$ cat config.mk
export PLATFORM = sky130hd
export DESIGN_NAME = sprite_table
export DESIGN_NICKNAME = d
export VERILOG_FILES = /design/src/rtl/sprite_table.sv
export SDC_FILE = /design/constraint.sdc
export NUM_CORES = 1
export LEC_CHECK = 0
export ABC_CLOCK_PERIOD_IN_PS = 10300
export CAP_MARGIN = 30
export CELL_PAD_IN_SITES_DETAIL_PLACEMENT = 1
export CELL_PAD_IN_SITES_GLOBAL_PLACEMENT = 2
export CORE_UTILIZATION = 45
export CTS_CLUSTER_DIAMETER = 100
export DETAILED_ROUTE_END_ITERATION = 8
export PLACE_DENSITY = 0.95
export SYNTH_ARGS = -nofsm -noshare
export SYNTH_HDL_FRONTEND = slang
export SYNTH_SLANG_ARGS = --single-unit
export TNS_END_PERCENT = 100
$ cat constraint.sdc
create_clock -name clk_pixel -period 10.3 [get_ports clk_pixel]
set_input_delay 1.03 -clock clk_pixel [delete_from_list [all_inputs] [get_ports clk_pixel]]
set_output_delay 1.03 -clock clk_pixel [all_outputs]
set_load 0.05 [all_outputs]
$ cat src/rtl/sprite_table.sv
// Double-buffered sprite descriptor table with a two-stage per-pixel hit pipeline.
// Game logic writes the shadow bank; new_frame commits it to the active bank.
module sprite_table #(
  parameter int NUM_SPRITES         = 8,
  parameter int SPRITE_FRAME_WIDTH  = 192,
  parameter int SPRITE_FRAME_HEIGHT = 128,
  parameter int NUM_FRAMES          = 23,
  parameter int IDX_W               = $clog2(NUM_SPRITES),
  parameter int FR_W                = $clog2(NUM_FRAMES),
  localparam int DX_W               = $clog2(SPRITE_FRAME_WIDTH),
  localparam int DY_W               = $clog2(SPRITE_FRAME_HEIGHT)
) (
  input  logic             clk_pixel,
  input  logic             sys_rst_n,
  input  logic             wr_valid,
  output logic             wr_ready,
  input  logic [IDX_W-1:0] wr_index,
  input  logic             wr_sprite_valid,
  input  logic [10:0]      wr_x,
  input  logic [9:0]       wr_y,
  input  logic [FR_W-1:0]  wr_frame,
  input  logic             new_frame,
  input  logic [10:0]      hcount,
  input  logic [9:0]       vcount,
  input  logic             active_draw,
  output logic             hit_out,
  output logic [IDX_W-1:0] hit_index,
  output logic [FR_W-1:0]  hit_frame,
  output logic [DX_W-1:0]  hit_dx,
  output logic [DY_W-1:0]  hit_dy,
  output logic [IDX_W:0]   hit_count,
  output logic             ad_out,
  output logic             err_out
);

  typedef struct packed {
    logic            vld;
    logic [10:0]     x;
    logic [9:0]      y;
    logic [FR_W-1:0] fr;
  } desc_t;

  localparam logic [IDX_W:0] NS = (IDX_W+1)'(NUM_SPRITES);

  desc_t shadow_q [NUM_SPRITES];
  desc_t active_q [NUM_SPRITES];
  logic  err_q;
  logic  wr_fire;
  logic  wr_oor;

  assign wr_ready = sys_rst_n & ~new_frame;
  assign wr_fire  = wr_valid & wr_ready;
  assign wr_oor   = {1'b0, wr_index} >= NS;

  // new_frame stalls the write port, so commit and write never share an edge
  always_ff @(posedge clk_pixel or negedge sys_rst_n) begin
    if (!sys_rst_n) begin
      for (int i = 0; i < NUM_SPRITES; i++) begin
        shadow_q[i] <= '0;
        active_q[i] <= '0;
      end
      err_q <= 1'b0;
    end else if (new_frame) begin
      for (int i = 0; i < NUM_SPRITES; i++)
        active_q[i] <= shadow_q[i];
    end else if (wr_fire) begin
      for (int i = 0; i < NUM_SPRITES; i++)
        if (wr_index == IDX_W'(i))
          shadow_q[i] <= {wr_sprite_valid, wr_x, wr_y, wr_frame};
      if (wr_oor)
        err_q <= 1'b1;
    end
  end

  assign err_out = err_q;

  logic [10:0] hc_q;
  logic [9:0]  vc_q;
  logic        ad1_q;

  always_ff @(posedge clk_pixel or negedge sys_rst_n) begin
    if (!sys_rst_n) begin
      hc_q  <= '0;
      vc_q  <= '0;
      ad1_q <= 1'b0;
    end else begin
      hc_q  <= hcount;
      vc_q  <= vcount;
      ad1_q <= active_draw;
    end
  end

  logic [NUM_SPRITES-1:0] cov;
  logic [IDX_W-1:0]       sel;
  logic [IDX_W:0]         cnt;
  logic [10:0]            dxf;
  logic [9:0]             dyf;
  logic                   hit_d;
  logic [IDX_W-1:0]       idx_d;
  logic [FR_W-1:0]        fr_d;
  logic [DX_W-1:0]        dx_d;
  logic [DY_W-1:0]        dy_d;
  logic [IDX_W:0]         cnt_d;

  // widened end-edge sums keep sprites near the screen limit from wrapping
  always_comb begin
    cov = '0;
    sel = '0;
    cnt = '0;
    for (int i = 0; i < NUM_SPRITES; i++) begin
      cov[i] = active_q[i].vld
        && ({1'b0, hc_q} >= {1'b0, active_q[i].x})
        && ({1'b0, hc_q} < {1'b0, active_q[i].x} + 12'(SPRITE_FRAME_WIDTH))
        && ({1'b0, vc_q} >= {1'b0, active_q[i].y})
        && ({1'b0, vc_q} < {1'b0, active_q[i].y} + 11'(SPRITE_FRAME_HEIGHT));
      cnt = cnt + (IDX_W+1)'(cov[i]);
    end
    for (int i = NUM_SPRITES-1; i >= 0; i--)
      if (cov[i])
        sel = IDX_W'(i);
    dxf   = hc_q - active_q[sel].x;
    dyf   = vc_q - active_q[sel].y;
    hit_d = ad1_q & (|cov);
    idx_d = '0;
    fr_d  = '0;
    dx_d  = '0;
    dy_d  = '0;
    cnt_d = '0;
    if (hit_d) begin
      idx_d = sel;
      fr_d  = active_q[sel].fr;
      dx_d  = dxf[DX_W-1:0];
      dy_d  = dyf[DY_W-1:0];
      cnt_d = cnt;
    end
  end

  always_ff @(posedge clk_pixel or negedge sys_rst_n) begin
    if (!sys_rst_n) begin
      hit_out   <= 1'b0;
      hit_index <= '0;
      hit_frame <= '0;
      hit_dx    <= '0;
      hit_dy    <= '0;
      hit_count <= '0;
      ad_out    <= 1'b0;
    end else begin
      hit_out   <= hit_d;
      hit_index <= idx_d;
      hit_frame <= fr_d;
      hit_dx    <= dx_d;
      hit_dy    <= dy_d;
      hit_count <= cnt_d;
      ad_out    <= ad1_q;
    end
  end

endmodule

==> results of run 1 <==
-- stage by stage --
stage          hold WS (ns)  setup WS (ns)  std cells  utilization [%]  power (W)
2_1_floorplan         0.348           4.97       2374                -    0.00371
6_report              0.372           3.14       3252             52.0    0.00635
3_5_place_dp          0.467           3.22       3151             48.7    0.00440
4_1_cts               0.372           3.21       3246             51.9    0.00637
3_3_place_gp          0.458           3.43       3149             48.6    0.00426
5_1_grt               0.394           2.73       3251             52.0    0.00668
-- state kept, by name, summed over array words and instances, names as in the netlist --
name	count
hit_dy	7
ad_out	1
hit_dx	8
hc_q	11
hit_frame	5
hit_index	3
vc_q	10
hit_count	4
active_q	216
hit_out	1
ad1_q	1
shadow_q	216
-- per-layer routing --
metal,share of wire [%],wire length [um],vias up,global-route usage [%]
met5,0.012,10,-,0
met4,4.5,3710,2,12.7
met3,4.3,3490,192,3.86
met2,51,41500,438,50.1
met1,41,33300,9897,34.8
li1,-,-,8605,-
-- power breakdown --
group          internal, W  leakage (nW)  switching (W)  total, W
logic             0.000793          6.55        0.00111   0.00191
clock network      0.00112         0.872       0.000817   0.00194
registers          0.00225          6.21       0.000248   0.00250
-- final cells by class --
| cell class | count | area (um2) |
|---|---|---|
| clock buffers | 72 | 1500 |
| flip-flops and latches | 483 | 12100 |
| inverters | 184 | 691 |
| clock inverters | 23 | 285 |
| fillers | 5973 | 27200 |
| repair buffers | 111 | 1150 |
| well taps | 756 | 946 |
| multi-input cells | 1620 | 12800 |
| diodes | 3 | 7.51 |
-- path summary, 6_finish.rpt --
kind                                                   to  slack (ns)                      from
worst max-delay path                  hit_dx[7]$_DFF_PN0_        3.14  active_q[21]$_DFFE_PN0P_
worst min-delay path                    hc_q[7]$_DFF_PN0_        0.37                 sys_rst_n
worst max register to register        hit_dx[7]$_DFF_PN0_        3.14  active_q[21]$_DFFE_PN0P_
worst min register to register   active_q[26]$_DFFE_PN0P_        0.48  shadow_q[26]$_DFFE_PN0P_
max in group asynchronous       shadow_q[118]$_DFFE_PN0P_        7.29                 sys_rst_n
min in group clk_pixel           active_q[26]$_DFFE_PN0P_        0.48  shadow_q[26]$_DFFE_PN0P_
-- cell families (layout without fill, tap and decap cells) --
family                   count (synthesis)  in the layout
adder cells (fa/ha/maj)                272            272
XOR/XNOR                                44             44
AND/OR/NAND/NOR                        446            446
AO/OA/AOI/OAI                          558            558
buffers and inverters                  271            390
flip-flops                             483            483
multiplexers                           299            299
other                                    1              4
-- Yosys cell counts, drive strengths merged (5+ instances only) --
| cell | number | area share, % |
|---|---|---|
| o22ai | 11 | 0.27 |
| nand4 | 13 | 0.31 |
| o21ai | 233 | 4.5 |
| a211o | 21 | 0.71 |
| a31oi | 9 | 0.22 |
| nand4b | 5 | 0.17 |
| and3 | 12 | 0.31 |
| nand2 | 212 | 3.1 |
| inv | 184 | 2.7 |
| nor2 | 68 | 1.0 |
| nor2b | 24 | 0.58 |
| xor2 | 10 | 0.34 |
| a2111oi | 9 | 0.35 |
| nand2b | 19 | 0.46 |
| o21a | 14 | 0.40 |
| a21o | 47 | 1.4 |
| xnor2 | 34 | 1.1 |
| o21bai | 6 | 0.17 |
| o211a | 11 | 0.42 |
| ha | 267 | 13 |
| a211oi | 19 | 0.57 |
| a221o | 5 | 0.19 |
| nor3 | 18 | 0.35 |
| o2111ai | 14 | 0.50 |
| or3 | 6 | 0.16 |
| buf | 29 | 0.59 |
| a21oi | 96 | 1.9 |
| mux2 | 275 | 12 |
| dfrtp | 483 | 47 |
| o221ai | 6 | 0.23 |
| nand3 | 44 | 0.85 |
| mux2i | 24 | 0.93 |
| clkbuf | 58 | 0.84 |
| o211ai | 18 | 0.54 |
| fa | 5 | 0.39 |
| a22oi | 10 | 0.29 |
==> results.json, run 1 <==
{
  "wire_per_inst_um": 25.2,
  "grt_overflow_total": 0,
  "synth_edf_count": 0,
  "synth_top_family_by_area": "compound AO/OA/AOI/OAI gates",
  "cts_root_buffer": "clkbuf_16",
  "ys.flop_type": "dfrtp_1",
  "layout-drive-gt1-share_pct": 16.8,
  "place_hpwl_um": 58100,
  "vias_per_cell": 5.88,
  "most-common-layout-cells": "483 x dfrtp_1, 275 x mux2_2, 267 x ha_1",
  "synthMuxAreaShare_pct": 12.9,
  "syn_avg_cell_area_um2": 10.9,
  "num_rows": 87,
  "max-slew-margin-rel_pct": 30.6,
  "setup_tns_ns": 0,
  "cp_data_arrival_time_ns": 7.71,
  "grt_usage_pct": 28.5,
  "drtPass1Iterations": 5,
  "reg2regPathDepth": 29,
  "cts_num_sinks": 483,
  "cellLeakagePower_nw": 13.6,
  "synth_nets": 2702,
  "ys_seq_area_share_pct": 46.6,
  "gp_congestion": 0.988,
  "startpoint_type": "flop",
  "postCtsSetupBuffers": 0,
  "finalHoldViolCount": 0,
  "drc_errors": 0,
  "crit_cells": 29,
  "die_h_um": 242,
  "cts_resized": 0,
  "start_util_pct": 45.8,
  "die_w_um": 242,
  "synth-simple-area-share_pct": 8.07,
  "syn_area_um2": 26000,
  "grt_max_degree": 221,
  "critPathTopFamily": "compound AO/OA/AOI/OAI gates",
  "cts.clk_slew.worst_paths_ns": 0.06,
  "port_buffers": 85,
  "cts_tree": "built",
  "yosys_warnings": 0,
  "path_max_fanout": 14,
  "syn_inst": 2374,
  "rsz0062_at_grt": "false",
  "hold_buffers": 0,
  "worstSetupPathType": "flop to flop",
  "crit_required_ns": 10.85,
  "coreArea_um2": 56700,
  "outcome": "complete, no violations",
  "cp_slowest_cell": "a2111oi_2",
  "ctsHtreeMaxLevel": 2,
  "ir_drop_mv": 0.193,
  "io_pins": 87,
  "max_freq_mhz": 140,
  "die_area_um2": 58600,
  "drtAntennaViolNets": 0,
  "crit_top_cell": "a21oi_1",
  "clock_latency_ns": 0.63,
  "area_delta_synth_final_pct": 13.6,
  "nNetsFinal": 2781,
  "cap_violations": 0,
  "grt_pass1_wl_um": 128000,
  "skew_ns": 0.0268,
  "synth_compound_area_share_pct": 13.7,
  "antenna_found_initial": 4,
  "end_kind": "flop",
  "grt_pass1_vias": 21500,
  "vias": 19100,
  "synth_xor_area_share_pct": 1.48,
  "wl_um": 82100,
  "hold_path_class": "primary input to asynchronous set/reset pin",
  "async_flop_share_pct": 100,
  "clockBufferDepth": 3,
  "fin_area_um2": 29500,
  "synth_fa_ha_area_share_pct": 13.3,
  "setup_violations": 0,
  "yosysUniqueCellTypes": 80,
  "cp_slowest_stage_delay_ns": 0.54,
  "synth_seq_cells": 483,
  "layout_commonest_cell": "dfrtp_1",
  "drt_iter0_markers": 1185,
  "min_period_over_period_pct": 69.5,
  "p_per_area_nw_per_um2": 215,
  "cts_buffers": 53,
  "cp_num_buf_inv": 3,
  "postPlaceCellArea_um2": 27600,
  "worst_pin_slew_ns": 1.04,
  "fin_crit_ns": 7.16,
  "finalMaxSlewViolations": 0
}
No activity file was read; power rests on OpenSTA's default activity.
==> run 2, diff against run 1 <==
--- a/config.mk
+++ b/config.mk
@@ -5,14 +5,14 @@
 export SDC_FILE = /design/constraint.sdc
 export NUM_CORES = 1
 export LEC_CHECK = 0
-export ABC_CLOCK_PERIOD_IN_PS = 10300
+export ABC_CLOCK_PERIOD_IN_PS = 7200
 export CAP_MARGIN = 30
 export CELL_PAD_IN_SITES_DETAIL_PLACEMENT = 1
 export CELL_PAD_IN_SITES_GLOBAL_PLACEMENT = 2
-export CORE_UTILIZATION = 45
+export CORE_UTILIZATION = 42
 export CTS_CLUSTER_DIAMETER = 100
 export DETAILED_ROUTE_END_ITERATION = 8
-export PLACE_DENSITY = 0.95
+export PLACE_DENSITY = 0.9
 export SYNTH_ARGS = -nofsm -noshare
 export SYNTH_HDL_FRONTEND = slang
 export SYNTH_SLANG_ARGS = --single-unit
==> constraint.sdc (replaced) <==
create_clock -name clk_pixel -period 7.2 [get_ports clk_pixel]
set_input_delay 0.72 -clock clk_pixel [delete_from_list [all_inputs] [get_ports clk_pixel]]
set_output_delay 0.72 -clock clk_pixel [all_outputs]
set_load 0.05 [all_outputs]
==> results.json, run 2 (synthesis results as in run 1) <==
{
  "multi_input_area_um2": 12800,
  "cellLeakagePower_nw": 13.8,
  "drt_iter0_markers": 1058,
  "hold_path_class": "primary input to asynchronous set/reset pin",
  "cts_tree": "built",
  "finalHoldViolCount": 0,
  "setup_violations": 0,
  "drc_errors": 0,
  "io_pins": 87,
  "wire_per_inst_um": 26.3,
  "drtAntennaViolNets": 0,
  "setup_tns_ns": 0,
  "vias": 19300,
  "port_buffers": 85,
  "cts_buffers": 54,
  "p_per_area_nw_per_um2": 313,
  "antenna_found_initial": 5,
  "critPathTopFamily": "simple AND/OR/NAND/NOR gates",
  "fin_crit_ns": 6.67,
  "ctsHtreeMaxLevel": 2,
  "place_hpwl_um": 62900,
  "crit_required_ns": 7.75,
  "postCtsSetupBuffers": 0,
  "seqCellArea_um2": 12100,
  "grt_max_degree": 210,
  "cp_data_arrival_time_ns": 7.22,
  "die_area_um2": 62800,
  "die_w_um": 251,
  "hold_buffers": 0,
  "rsz0062_at_grt": "false",
  "worst_pin_slew_ns": 1.07,
  "clock_latency_ns": 0.63,
  "skew_ns": 0.0141,
  "cts_num_sinks": 483,
  "fin_area_um2": 29800,
  "cp_slowest_stage_delay_ns": 0.55,
  "clockBufferDepth": 3,
  "path_max_fanout": 24,
  "max-slew-margin-rel_pct": 28.4,
  "start_util_pct": 42.8,
  "ir_drop_mv": 0.323,
  "max_freq_mhz": 150,
  "reg.largest.list": "active_q x216, shadow_q x216, hc_q x11",
  "num_rows": 90,
  "most-common-layout-cells": "483 x dfrtp_1, 275 x mux2_2, 267 x ha_1",
  "outcome": "complete, no violations",
  "cts_resized": 0,
  "cts_root_buffer": "clkbuf_16",
  "coreArea_um2": 60700,
  "layout-drive-gt1-share_pct": 17.7,
  "finalMaxSlewViolations": 0,
  "end_kind": "flop",
  "layout_commonest_cell": "dfrtp_1",
  "cp_slowest_cell": "or4_1",
  "postPlaceCellArea_um2": 27800,
  "cts.clk_slew.worst_paths_ns": 0.06,
  "die_h_um": 251,
  "cap_violations": 0,
  "worstSetupPathType": "flop to flop",
  "grt_pass1_wl_um": 133000,
  "vias_per_cell": 5.83,
  "grt_overflow_total": 0,
  "area_delta_synth_final_pct": 14.7,
  "grt_pass1_vias": 21300,
  "fill_cells": 6414,
  "gp_congestion": 0.919,
  "cp_num_buf_inv": 4,
  "drtPass1Iterations": 5,
  "wl_um": 86700,
  "min_period_over_period_pct": 92.7,
  "nNetsFinal": 2803,
  "grt_usage_pct": 28.2,
  "startpoint_type": "flop"
}
[run 2: changes by cell type in the layout (fill, tap and decap cells not counted), sizes merged]
cell	delta
buf	+21
bufinv	+4
clkbuf	-2
clkinvlp	-1
diode	-2
inv	+4
[run 2: stage by stage]
stage | std cells | hold WS (ns) | total power (W) | setup WS (ns) | utilization (%)
after global routing | 3302 | 0.224 | 0.00979 | 0.0711 | 49.0
after detailed placement | 3199 | 0.468 | 0.00637 | 0.609 | 45.9
final | 3302 | 0.164 | 0.00931 | 0.528 | 49.0
after global placement | 3197 | 0.456 | 0.00621 | 0.834 | 45.8
after floorplan | 2374 | 0.348 | 0.00531 | 1.87 | -
after CTS | 3299 | 0.159 | 0.00936 | 0.572 | 48.9
[run 2: final timing paths]
path                                           startpoint                        end  slack (ns)  depth (start not counted)
worst min register to register   shadow_q[65]$_DFFE_PN0P_   active_q[65]$_DFFE_PN0P_        0.47                          2
worst max register to register  active_q[183]$_DFFE_PN0P_        hit_dy[6]$_DFF_PN0_        0.53                         25
max in group asynchronous                       sys_rst_n  active_q[130]$_DFFE_PN0P_        4.38                          5
worst max-delay path            active_q[183]$_DFFE_PN0P_        hit_dy[6]$_DFF_PN0_        0.53                         25
min in group clk_pixel           shadow_q[65]$_DFFE_PN0P_   active_q[65]$_DFFE_PN0P_        0.47                          2
worst min-delay path                            sys_rst_n   shadow_q[57]$_DFFE_PN0P_        0.16                          1
[run 2: metal layers]
layer / vias up / part of all wire, % / track usage, %
met1: 10000 / 41 / 34.9
met4: 2 / 3.6 / 10.3
met2: 423 / 51 / 50.1
met3: 170 / 4.0 / 3.43
met5: - / 0.015 / 0
li1: 8649 / - / -
[run 2: final cells by class]
cell class / count / share of cell area (%)
well taps: 782 / 3.29
clock inverters: 30 / 1.31
flip-flops and latches: 483 / 40.6
diodes: 1 / 0.00841
multi-input cells: 1620 / 43.1
clock buffers: 70 / 4.98
inverters: 184 / 2.32
repair buffers: 132 / 4.36
[run 2: power breakdown]
part | leakage, nW | switching [W] | internal, W
combinational | 6.65 | 0.00165 | 0.00115
sequential | 6.21 | 0.000344 | 0.00322
clock | 0.924 | 0.00120 | 0.00174
total | 13.8 | 0.00319 | 0.00612
==> run 3, diff against run 2 <==
--- a/config.mk
+++ b/config.mk
@@ -13,6 +13,7 @@
 export CTS_CLUSTER_DIAMETER = 100
 export DETAILED_ROUTE_END_ITERATION = 8
 export PLACE_DENSITY = 0.9
+export RECOVER_POWER = 100
 export SYNTH_ARGS = -nofsm -noshare
 export SYNTH_HDL_FRONTEND = slang
 export SYNTH_SLANG_ARGS = --single-unit
==> results.json, run 3 (synthesis results as in run 1) <==
{
  "drtPass1Iterations": 5,
  "grt_pass1_wl_um": 133000,
  "antenna_found_initial": 5,
  "cts_tree": "built",
  "sw_frac_of_total_pct": 34.3,
  "grtUsageMet2_pct": 50.1,
  "setup_violations": 0,
  "startpoint_type": "flop",
  "r2r_start": "active_q[183]$_DFFE_PN0P_",
  "nNetsFinal": 2803,
  "grt_max_degree": 210,
  "reg.largest.list": "active_q x216, shadow_q x216, hc_q x11",
  "met1_usage_pct": 34.9,
  "drtAntennaViolNets": 0,
  "grt_usage_pct": 28.2,
  "place_hpwl_um": 62900,
  "most-common-layout-cells": "483 x dfrtp_1, 271 x mux2_2, 267 x ha_1",
  "p_sw_w": 0.00318,
  "grt.busiest_layer": "met2",
  "p_per_area_nw_per_um2": 314,
  "cp_data_arrival_time_ns": 7.18,
  "num_rows": 90,
  "cts_resized": 0,
  "vias": 19200,
  "wl_um": 86600,
  "ctsHtreeMaxLevel": 2,
  "hold_path_class": "primary input to asynchronous set/reset pin",
  "outcome": "finished, violations left",
  "max_freq_mhz": 150,
  "rsz0062_at_grt": "false",
  "worst_pin_slew_ns": 4.07,
  "die_w_um": 251,
  "r2r-end": "hit_dy[6]$_DFF_PN0_",
  "coreArea_um2": 60700,
  "setup_tns_ns": 0,
  "clock_latency_ns": 0.63,
  "port_buffers": 85,
  "hold_buffers": 0,
  "met3_usage_pct": 3.43,
  "power_w": 0.00929,
  "cts.clk_slew.worst_paths_ns": 0.06,
  "fin_crit_ns": 6.65,
  "drt_iter0_markers": 1069,
  "ir_drop_mv": 0.322,
  "grt_overflow_total": 0,
  "cellLeakagePower_nw": 13.8,
  "worstSetupPathType": "flop to flop",
  "die_h_um": 251,
  "postCtsSetupBuffers": 0,
  "path_max_fanout": 24,
  "whs_ns": 0.160,
  "grt_pass1_vias": 21300,
  "cts_buffers": 54,
  "io_pins": 87,
  "cts_num_sinks": 483,
  "gp_congestion": 0.919,
  "cts_root_buffer": "clkbuf_16",
  "reg2regPathDepth": 25,
  "violations": "max-capacitance violations, max-slew violations",
  "vias_per_cell": 5.81,
  "clockBufferDepth": 3,
  "p_int_w": 0.00611,
  "finalHoldViolCount": 0,
  "fin_util_pct": 48.8,
  "wire_per_inst_um": 26.2,
  "crit_required_ns": 7.73,
  "die_area_um2": 62800,
  "layout-drive-gt1-share_pct": 16.8,
  "power_frac_comb_pct": 30.0,
  "start_util_pct": 42.8,
  "seqPwrFrac_pct": 38.4,
  "max-slew-margin-rel_pct": -171,
  "min_period_over_period_pct": 92.4,
  "layout_commonest_cell": "dfrtp_1",
  "end_kind": "flop",
  "finalMaxSlewViolations": 681,
  "p_clk_share_pct": 31.6,
  "drc_errors": 0,
  "cap_violations": 14,
  "area_delta_synth_final_pct": 14.0,
  "rrSetupSlack_ns": 0.55,
  "skew_ns": 0.0142
}
[run 3: cell types whose count changed in the layout (fill, tap and decap cells not counted), sizes merged]
cell           previous run  this run
clkdlybuf4s50            83        31
dlygate4sd3               0        52
buf                      49        30
clkbuf                   70        89
diode                     1         2
[run 3: power groups by stage]
stage / combinational (W) / sequential (W) / clock [W]
6_report: 0.00279 / 0.00357 / 0.00294
5_1_grt: 0.00306 / 0.00363 / 0.00309
4_1_cts: 0.00280 / 0.00356 / 0.00300
3_5_place_dp: 0.00277 / 0.00360 / 0
3_3_place_gp: 0.00265 / 0.00357 / 0
2_1_floorplan: 0.00175 / 0.00355 / 0
[run 3: layer usage]
layer,wire length (um),up-vias
met3,3430,167
met4,3100,2
met1,35800,9946
li1,-,8648
met5,13,-
met2,44200,424
[run 3: critical path, stage by stage, from the launching register on]
cell and delay (ns):
dfrtp_1 0.44, inv_1 0.12, ha_1 0.23, nor3_1 0.20
xnor2_1 0.11, ha_1 0.20, or4_1 0.55, nor4_1 0.20
o41ai_1 0.20, nor4_4 0.41, inv_1 0.15, a21oi_2 0.53
and2_2 0.54, buf_4 0.32, a211oi_1 0.10, nor3_1 0.21
ha_1 0.18, inv_1 0.06, fa_1 0.40, a21o_1 0.20
a21oi_1 0.23, o21bai_1 0.11, a21oi_1 0.18, xnor2_1 0.10
or3_1 0.40, a21oi_1 0.15
[run 3: area by class of cell]
cell class | instances | area, um2
fillers | 6437 | 31100
multi-input cells | 1620 | 12800
flip-flops and latches | 483 | 12100
clock buffers | 70 | 1480
repair buffers | 132 | 1150
well taps | 782 | 978
inverters | 184 | 691
clock inverters | 30 | 389
diodes | 2 | 5.00
[run 3: worst max-delay path by stage]
stage	start	end	slack (ns)
6_report	active_q[183]$_DFFE_PN0P_	hit_dy[6]$_DFF_PN0_	0.55
5_1_grt	sys_rst_n	active_q[130]$_DFFE_PN0P_	0.04
4_1_cts	active_q[183]$_DFFE_PN0P_	hit_dy[6]$_DFF_PN0_	0.57
3_5_place_dp	active_q[183]$_DFFE_PN0P_	hit_dy[6]$_DFF_PN0_	0.61
3_3_place_gp	active_q[183]$_DFFE_PN0P_	hit_dy[6]$_DFF_PN0_	0.83
2_1_floorplan	active_q[48]$_DFFE_PN0P_	hit_dx[7]$_DFF_PN0_	1.87
[run 3: through the flow]
step,instance area [um2],instances,worst slack [ns]
floorplan,26000,2374,1.87
global placement,27800,3197,0.834
detailed placement,27800,3199,0.609
CTS,29700,3299,0.572
global route,29600,3302,0.0448
finish,29600,3303,0.546
